[src/rtl/blackjack_timer_pkg.sv]
// Shared types and defaults for the blackjack timing blocks.
package blackjack_timer_pkg;

  localparam int DEFAULT_WIDTH   = 16;
  localparam int DEFAULT_NUM_REQ = 4;

  typedef enum logic [1:0] {
    IDLE,
    LOAD,
    RUN,
    DONE
  } sched_state_t;

endpackage

[src/rtl/delay_scheduler_rr_picker.sv]
// Combinational round-robin selector: first set request at or above ptr, with wrap.
module rr_picker #(
  parameter int NUM_REQ = 4,
  parameter int IDX_W   = (NUM_REQ > 1) ? $clog2(NUM_REQ) : 1
) (
  input  logic [NUM_REQ-1:0] req,
  input  logic [IDX_W-1:0]   ptr,
  output logic [NUM_REQ-1:0] grant,
  output logic [IDX_W-1:0]   index
);

  logic found;
  int   cand;

  // Walk the requests starting at ptr; the first hit wins.
  always_comb begin
    grant = '0;
    index = '0;
    found = 1'b0;
    cand  = 0;
    for (int off = 0; off < NUM_REQ; off++) begin
      cand = int'(ptr) + off;
      if (cand >= NUM_REQ) begin
        cand = cand - NUM_REQ;
      end
      if (!found && req[cand]) begin
        found       = 1'b1;
        grant[cand] = 1'b1;
        index       = cand[IDX_W-1:0];
      end
    end
  end

endmodule

[src/rtl/delay_scheduler.sv]
// Time-shares one down-counter among several delay requesters, round-robin,
// and pulses a one-cycle done back to the requester whose delay expired.
module delay_scheduler
  import blackjack_timer_pkg::*;
#(
  parameter int NUM_REQ = DEFAULT_NUM_REQ,
  parameter int WIDTH   = DEFAULT_WIDTH
) (
  input  logic                     i_clk,
  input  logic                     i_reset,
  input  logic                     i_tick,
  input  logic [NUM_REQ-1:0]       i_req,
  input  logic [NUM_REQ*WIDTH-1:0] i_delay,
  output logic [NUM_REQ-1:0]       o_grant,
  output logic [NUM_REQ-1:0]       o_done,
  output logic                     o_busy,
  output logic [WIDTH-1:0]         o_remaining
);

  localparam int IDX_W = (NUM_REQ > 1) ? $clog2(NUM_REQ) : 1;

  sched_state_t        state;
  logic [IDX_W-1:0]    rr_ptr;
  logic [IDX_W-1:0]    cur_idx;
  logic [IDX_W-1:0]    next_ptr;
  logic [IDX_W-1:0]    pick_idx;
  logic [NUM_REQ-1:0]  pick_grant;
  logic [WIDTH-1:0]    count;
  logic [WIDTH-1:0]    cur_delay;

  rr_picker #(
    .NUM_REQ (NUM_REQ),
    .IDX_W   (IDX_W)
  ) u_picker (
    .req   (i_req),
    .ptr   (rr_ptr),
    .grant (pick_grant),
    .index (pick_idx)
  );

  assign cur_delay   = i_delay[int'(cur_idx)*WIDTH +: WIDTH];
  assign next_ptr    = (cur_idx == IDX_W'(NUM_REQ - 1)) ? '0 : cur_idx + 1'b1;
  assign o_remaining = count;

  // The count is only decremented while nonzero, so it can never underflow;
  // an abort clears the grant without ever raising o_done.
  always_ff @(posedge i_clk) begin
    if (i_reset) begin
      state   <= IDLE;
      o_grant <= '0;
      o_done  <= '0;
      o_busy  <= 1'b0;
      count   <= '0;
      rr_ptr  <= '0;
      cur_idx <= '0;
    end else begin
      o_done <= '0;
      case (state)
        IDLE: begin
          if (|i_req) begin
            o_grant <= pick_grant;
            cur_idx <= pick_idx;
            o_busy  <= 1'b1;
            state   <= LOAD;
          end
        end
        LOAD: begin
          count <= cur_delay;
          state <= RUN;
        end
        RUN: begin
          if (!i_req[cur_idx]) begin
            o_grant <= '0;
            o_busy  <= 1'b0;
            state   <= IDLE;
          end else if (count == '0) begin
            o_done <= o_grant;
            state  <= DONE;
          end else if (i_tick) begin
            count <= count - 1'b1;
          end
        end
        DONE: begin
          rr_ptr  <= next_ptr;
          o_grant <= '0;
          o_busy  <= 1'b0;
          state   <= IDLE;
        end
        default: begin
          state <= IDLE;
        end
      endcase
    end
  end

endmodule

[config.mk]
export PLATFORM = sky130hd
export DESIGN_NAME = delay_scheduler
export DESIGN_NICKNAME = d
export VERILOG_FILES = /design/src/rtl/blackjack_timer_pkg.sv /design/src/rtl/delay_scheduler_rr_picker.sv /design/src/rtl/delay_scheduler.sv
export SDC_FILE = /design/constraint.sdc
export NUM_CORES = 1
export LEC_CHECK = 0
export CORE_ASPECT_RATIO = 0.9
export CORE_MARGIN = 5
export CORE_UTILIZATION = 48
export DETAILED_ROUTE_END_ITERATION = 12
export GPL_TIMING_DRIVEN = 1
export PLACE_DENSITY = 0.86
export SLEW_MARGIN = 20
export SYNTH_ARGS = -nofsm -noshare
export SYNTH_HDL_FRONTEND = slang
export SYNTH_SLANG_ARGS = --single-unit
[constraint.sdc]
create_clock -name i_clk -period 4 [get_ports i_clk]
set_input_delay 1 -clock i_clk [delete_from_list [all_inputs] [get_ports i_clk]]
set_output_delay 1 -clock i_clk [all_outputs]
set_load 0.005 [all_outputs]
After elaboration in Yosys (flattened, before gate mapping)
Cells that the tools add are included.
{ "totals": {"regBits": 31, "output_inout_bits": 25, "elab_cells": 118} }
{ "op_classes": {"add_sub_neg": 9, "n_lt_le_gt_ge": 13, "eq_ne": 10, "shifts": 1, "mux": 52, "bitwise_logic": 6, "n_reduce_logical": 20} }
{ "ops": {"columns": ["operator", "count"], "rows": [
  ["$ge 32x1->1 const B", 4],
  ["$lt 32x4->1 const B", 4],
  ["$mux 32", 4],
  ["$ge 32x4->1 const B", 3],
  ["$sub 32x4->32 const B", 3],
  ["$shiftx 64x7->16", 1],
  ["$mux 16", 3],
  ["$pmux 16 s2", 1],
  ["$mux 4", 6],
  ["$mux 1", 18],
  ["$logic_not 16->1", 1],
  ["$mux 2", 8],
  ["$sub 16x1->16 const B", 1],
  ["$or 4x4->4", 3],
  ["$pmux 4 s3", 1],
  ["$bmux 1 s2", 5],
  ["$ne 2x2->1 const B", 5],
  ["$demux 1 s2", 4],
  ["$pmux 2 s4", 1],
  ["$reduce_or 4->1", 2],
  ["$logic_and 1x1->1", 7],
  ["$add 2x2->3 const B", 2],
  ["$eq 2x2->1 const B", 3],
  ["$reduce_and 2->1", 2],
  ["15 further kinds", 19]
]} }

Longest topological paths before layout
{ "logic_depth": {"ltp_word": 17, "mapped_depth": 9, "mapped_depth_nobuf": 7} }

Modules after synthesis
Synthesis repeated with hierarchy kept, for this count alone.
{ "hier_totals": {"cells_unflattened": 282, "area_unflattened_um2": 2467.4} }
{ "modules_own_cells": {"columns": ["mod", "instances", "cells_per_inst", "area_per_inst_um2"], "rows": [
  ["delay_scheduler", 1, 233, 2010.7],
  ["rr_picker", 1, 49, 456.7]
]} }

Worst setup path before layout
OpenSTA, ideal clock, no wires.
{ "synth_path": {"kind": "register to register", "startpoint": "register rr_ptr[0]", "endpoint": "register o_grant[0]", "setup_ps": 122, "arrival_ps": 2580, "path_slack_ps": 1298, "path_stages_with_launch": 9, "path_buffers": 2, "synth_period_minus_slack_ps": 2702, "path_cell_list": "dfxtp_1 -> clkbuf_1 -> inv_1 -> ha_1 -> clkbuf_1 -> mux4_2 -> a221oi_1 -> nor3_1 -> a221o_1"} }
{ "synth_between": {"elab_chain_cells": 17, "elab_cells_between_ends": 65, "cone_classes": "7 x add/sub; 12 x order compare; 33 x mux; 3 x bitwise; 10 x reduce/logical"} }
{ "synth_rtl": {"columns": ["item", "line_no", "source"], "rows": [
  ["start, declared", "delay_scheduler.sv:23", "logic [IDX_W-1:0] rr_ptr;"],
  ["start signal, assigned", "delay_scheduler.sv:84", "rr_ptr <= next_ptr;"],
  ["branches (longest 14 deep; another with $sub 32x4->32)", null, null],
  ["$mux 4 (*)", "delay_scheduler_rr_picker.sv:26", "if (!found && req[cand]) begin"],
  ["$mux 4 (*)", "delay_scheduler.sv:60", "if (|i_req) begin"],
  ["$pmux 4 s3 (*)", "delay_scheduler.sv:58", "case (state)"],
  ["end signal, assigned", "delay_scheduler.sv:61", "o_grant <= pick_grant;"],
  ["end, declared", "delay_scheduler.sv:14", "output logic [NUM_REQ-1:0] o_grant,"]
]} }
Mark *: on every way between the ends. The select of a mux whose other input is x is not followed.
A chain may end at the register's enable or synchronous reset.

Final worst setup path
{ "layout_path": {"startpoint": "input i_req[2]", "endpoint": "register count[7] (netlist: o_remaining[7])"} }
{ "layout_between": {"elab_chain_cells": 4} }
{ "layout_rtl": {"columns": ["item", "line_no", "source"], "rows": [
  ["start, declared", "delay_scheduler.sv:12", "input logic [NUM_REQ-1:0] i_req,"],
  ["$bmux 1 s2", "delay_scheduler.sv:72", "if (!i_req[cur_idx]) begin"],
  ["$mux 1 (not written as such)", "delay_scheduler.sv:72", null],
  ["$ne 2x2->1 (no line)", null, null],
  ["$reduce_and 4->1 (no line)", null, null],
  ["end signal, assigned", "delay_scheduler.sv:68", "count <= cur_delay;"],
  ["end signal, assigned", "delay_scheduler.sv:80", "count <= count - 1'b1;"],
  ["end, declared", "delay_scheduler.sv:28", "logic [WIDTH-1:0] count;"]
]} }
Every way passes these cells. The select of a mux whose other input is x is not followed.

==> reports/metrics.yaml <==
clock_latency_ns: 0.28
critPathBufInv: 1
yosys-top-cells-area: "dfxtp_1 (25%), mux4_2 (17%), a21oi_1 (5.1%), o21ai_0 (4.0%), nand2_1 (3.9%)"
cts_root_buffer: "clkbuf_8"
path_depth: 6
syn_inst: 290
min-delay-start: "o_busy"
drive_gt1_share_pct: 11.0
r2r_end: "o_grant[2]"
hold_path.class: "register to register"
antenna_found_initial: 0
dieArea_mm2: 0.00682
skew_ns: 0.00963
synth-seq-cells: 31
worstPathRequired_ns: 4.21
nets: 450
io_pins: 96
cts_buffer_depth: 2
synth_common_cells: "dfxtp_1 (31), a21oi_1 (26), nand2_1 (26)"
whs_ns: 0.446
yosysTopAreaCell: "dfxtp_1"
diodes: 0
rows: 25
dp_hpwl_um: 5610
cts_tree: "done"
num_vias: 2621
first_global_vias: 2573
die_w_um: 86.5
path_class: "input port to register"
syn_area_mm2: 0.00253
fin_crit_ns: 3.09
post_cts_buffers: 0
ys_seq_area_share_pct: 24.6
portBuffers: 95
finalMaxSlewViolations: 0
syn2layout_area_growth_pct: 41.1
cp_slowest_cell: "a32oi_4"
core_area_mm2: 0.00519
drtIter0Drc: 246
fin_setup_tns_ns: 0
worstMarginPinSlew_ns: 1.11
finalSetupViolCount: 0
synth_nets: 368
crit_chain: "clkdlybuf4s50_1 > mux2i_1 > o22ai_1 > a32oi_4 > o21ai_0 > a21oi_1"
initial_core_util_pct: 48.7
drv_cap: 0
critPathMaxStageDelay_ns: 0.71
critical_path.top_delay_family: "compound AO/OA/AOI/OAI gates"
power_density_mw_per_mm2: 333
ant_nets: 0
clock_sinks: 31
avgViaCountPerCell: 5.97
status: "completed"
grt_pass1_wl_um: 12200
synth_top_flop_cell: "dfxtp_1"
finalHoldViolCount: 0
async_flop_share_pct: 0
cts_buffers: 5
end_kind: "register"
grt_max_degree: 32
hold_depth: 2
synth_edf_count: 0
min_period_over_period_pct: 77.2
cp_max_fo: 28
r2r_start: "rr_ptr[0]"
die_y_um: 78.8
cts_resized: 0
yosysMostFrequentCell: "dfxtp_1"
yosys_warnings: 0
ff2ff_path_depth: 7
fmax_mhz: 324
grt_overflow: 0
max-slew-margin-rel_pct: 26.1
cts.htree.levels: 2
gp_congestion: 0.830
clkTransAtPathRegs_ns: 0.07
hold_buffers: 0
ir_drop_mv: 0.182
critical_path_arrival_ns: 3.30
rrSetupSlack_ns: 1.19
first_pass_iters: 4
grt_use_total_pct: 22.0
critPathLaunchType: "input port"
synth_cell_types: 52
wl_per_cell_um: 16.7
synth_top_area_share_pct: 24.6
drt_wl_total_um: 7330
holdPathEnd: "o_busy"
rsz0062_at_grt: "no"
avgSynthCellArea_um2: 8.72
drc: 0
p_leak_nw: 1.24
[cells by family (layout without fill, tap and decap cells)]
kind of cell,count (synthesis),in the layout,synth area share [%]
AND/OR/NAND/NOR,114,114,25.5
flip-flops,31,31,24.6
buffers and inverters,30,112,5.25
adder cells (fa/ha/maj),7,7,3.47
multiplexers,23,23,18.5
AO/OA/AOI/OAI,85,85,22.7
[registers in the layout (all words and copies together) (netlist names)]
signal       cells
cur_idx          2
o_grant          4
state            2
o_done           4
rr_ptr           2
o_remaining     16
o_busy           1
[how the worst max path moves through the flow]
stage          startpoint         endpoint  slack (ns)
3_3_place_gp     i_req[3]   o_remaining[4]        0.80
5_1_grt          i_req[1]   o_remaining[0]        0.66
4_1_cts          i_req[2]  o_remaining[13]        0.97
6_report         i_req[2]   o_remaining[7]        0.91
3_5_place_dp     i_req[3]  o_remaining[13]        0.69
2_1_floorplan   rr_ptr[0]       o_grant[0]        1.30
[through the flow]
| stage | setup WS [ns] | util, % | cells | power (mW) | area (um2) |
|---|---|---|---|---|---|
| floorplan | 1.30 | - | 290 | 0.738 | 2530 |
| global route | 0.661 | 68.7 | 439 | 1.26 | 3570 |
| CTS | 0.974 | 68.7 | 439 | 1.18 | 3570 |
| finish | 0.914 | 68.7 | 439 | 1.19 | 3570 |
| global placement | 0.796 | 67.0 | 432 | 0.922 | 3480 |
| detailed placement | 0.688 | 67.0 | 432 | 0.932 | 3480 |
[per-layer routing]
metal | wire, um | GRT usage, %
met1 | 3200 | 30.2
met2 | 3450 | 36.1
met3 | 598 | 4.15
met4 | 82 | 4.36
met5 | 0 | 0
[power by group]
group / internal (mW) / switching (mW) / total [mW]
Combinational: 0.282 / 0.259 / 0.541
Clock: 0.135 / 0.117 / 0.252
Sequential: 0.344 / 0.0512 / 0.395
[final cells by class]
cell class	instances	area, um2
fill	427	1630
multi-input combinational	229	1770
sequential	31	621
inverter	7	26.3
tap	67	83.8
clock inverter	1	5.00
clock buffer	6	82.6
timing repair buffer	98	973
[tightest hold or removal path, delay by kind of cell, from the launching register on]
family | cells | cell delay (ns)
and+or+nand+nor | 2 | 0.09
DFF | 1 | 0.31
[layout by cell type (no fill, tap or decap), types with 5 or more instances in the layout]
cell type | Yosys | routed
nor3_1 | 12 | 12
ha_1 | 7 | 7
inv_1 | 7 | 7
a21oi_1 | 26 | 26
nand3_1 | 6 | 6
clkbuf_8 | 0 | 6
dfxtp_1 | 31 | 31
o21ai_0 | 20 | 20
clkdlybuf4s50_1 | 0 | 95
nand2b_1 | 12 | 12
nor3b_1 | 5 | 5
nor4_1 | 5 | 5
mux4_2 | 19 | 19
nor2_1 | 15 | 15
nor2b_1 | 10 | 10
nand2_1 | 26 | 26
o31ai_1 | 5 | 5
Note: power is estimated with default switching activity, not from simulation.
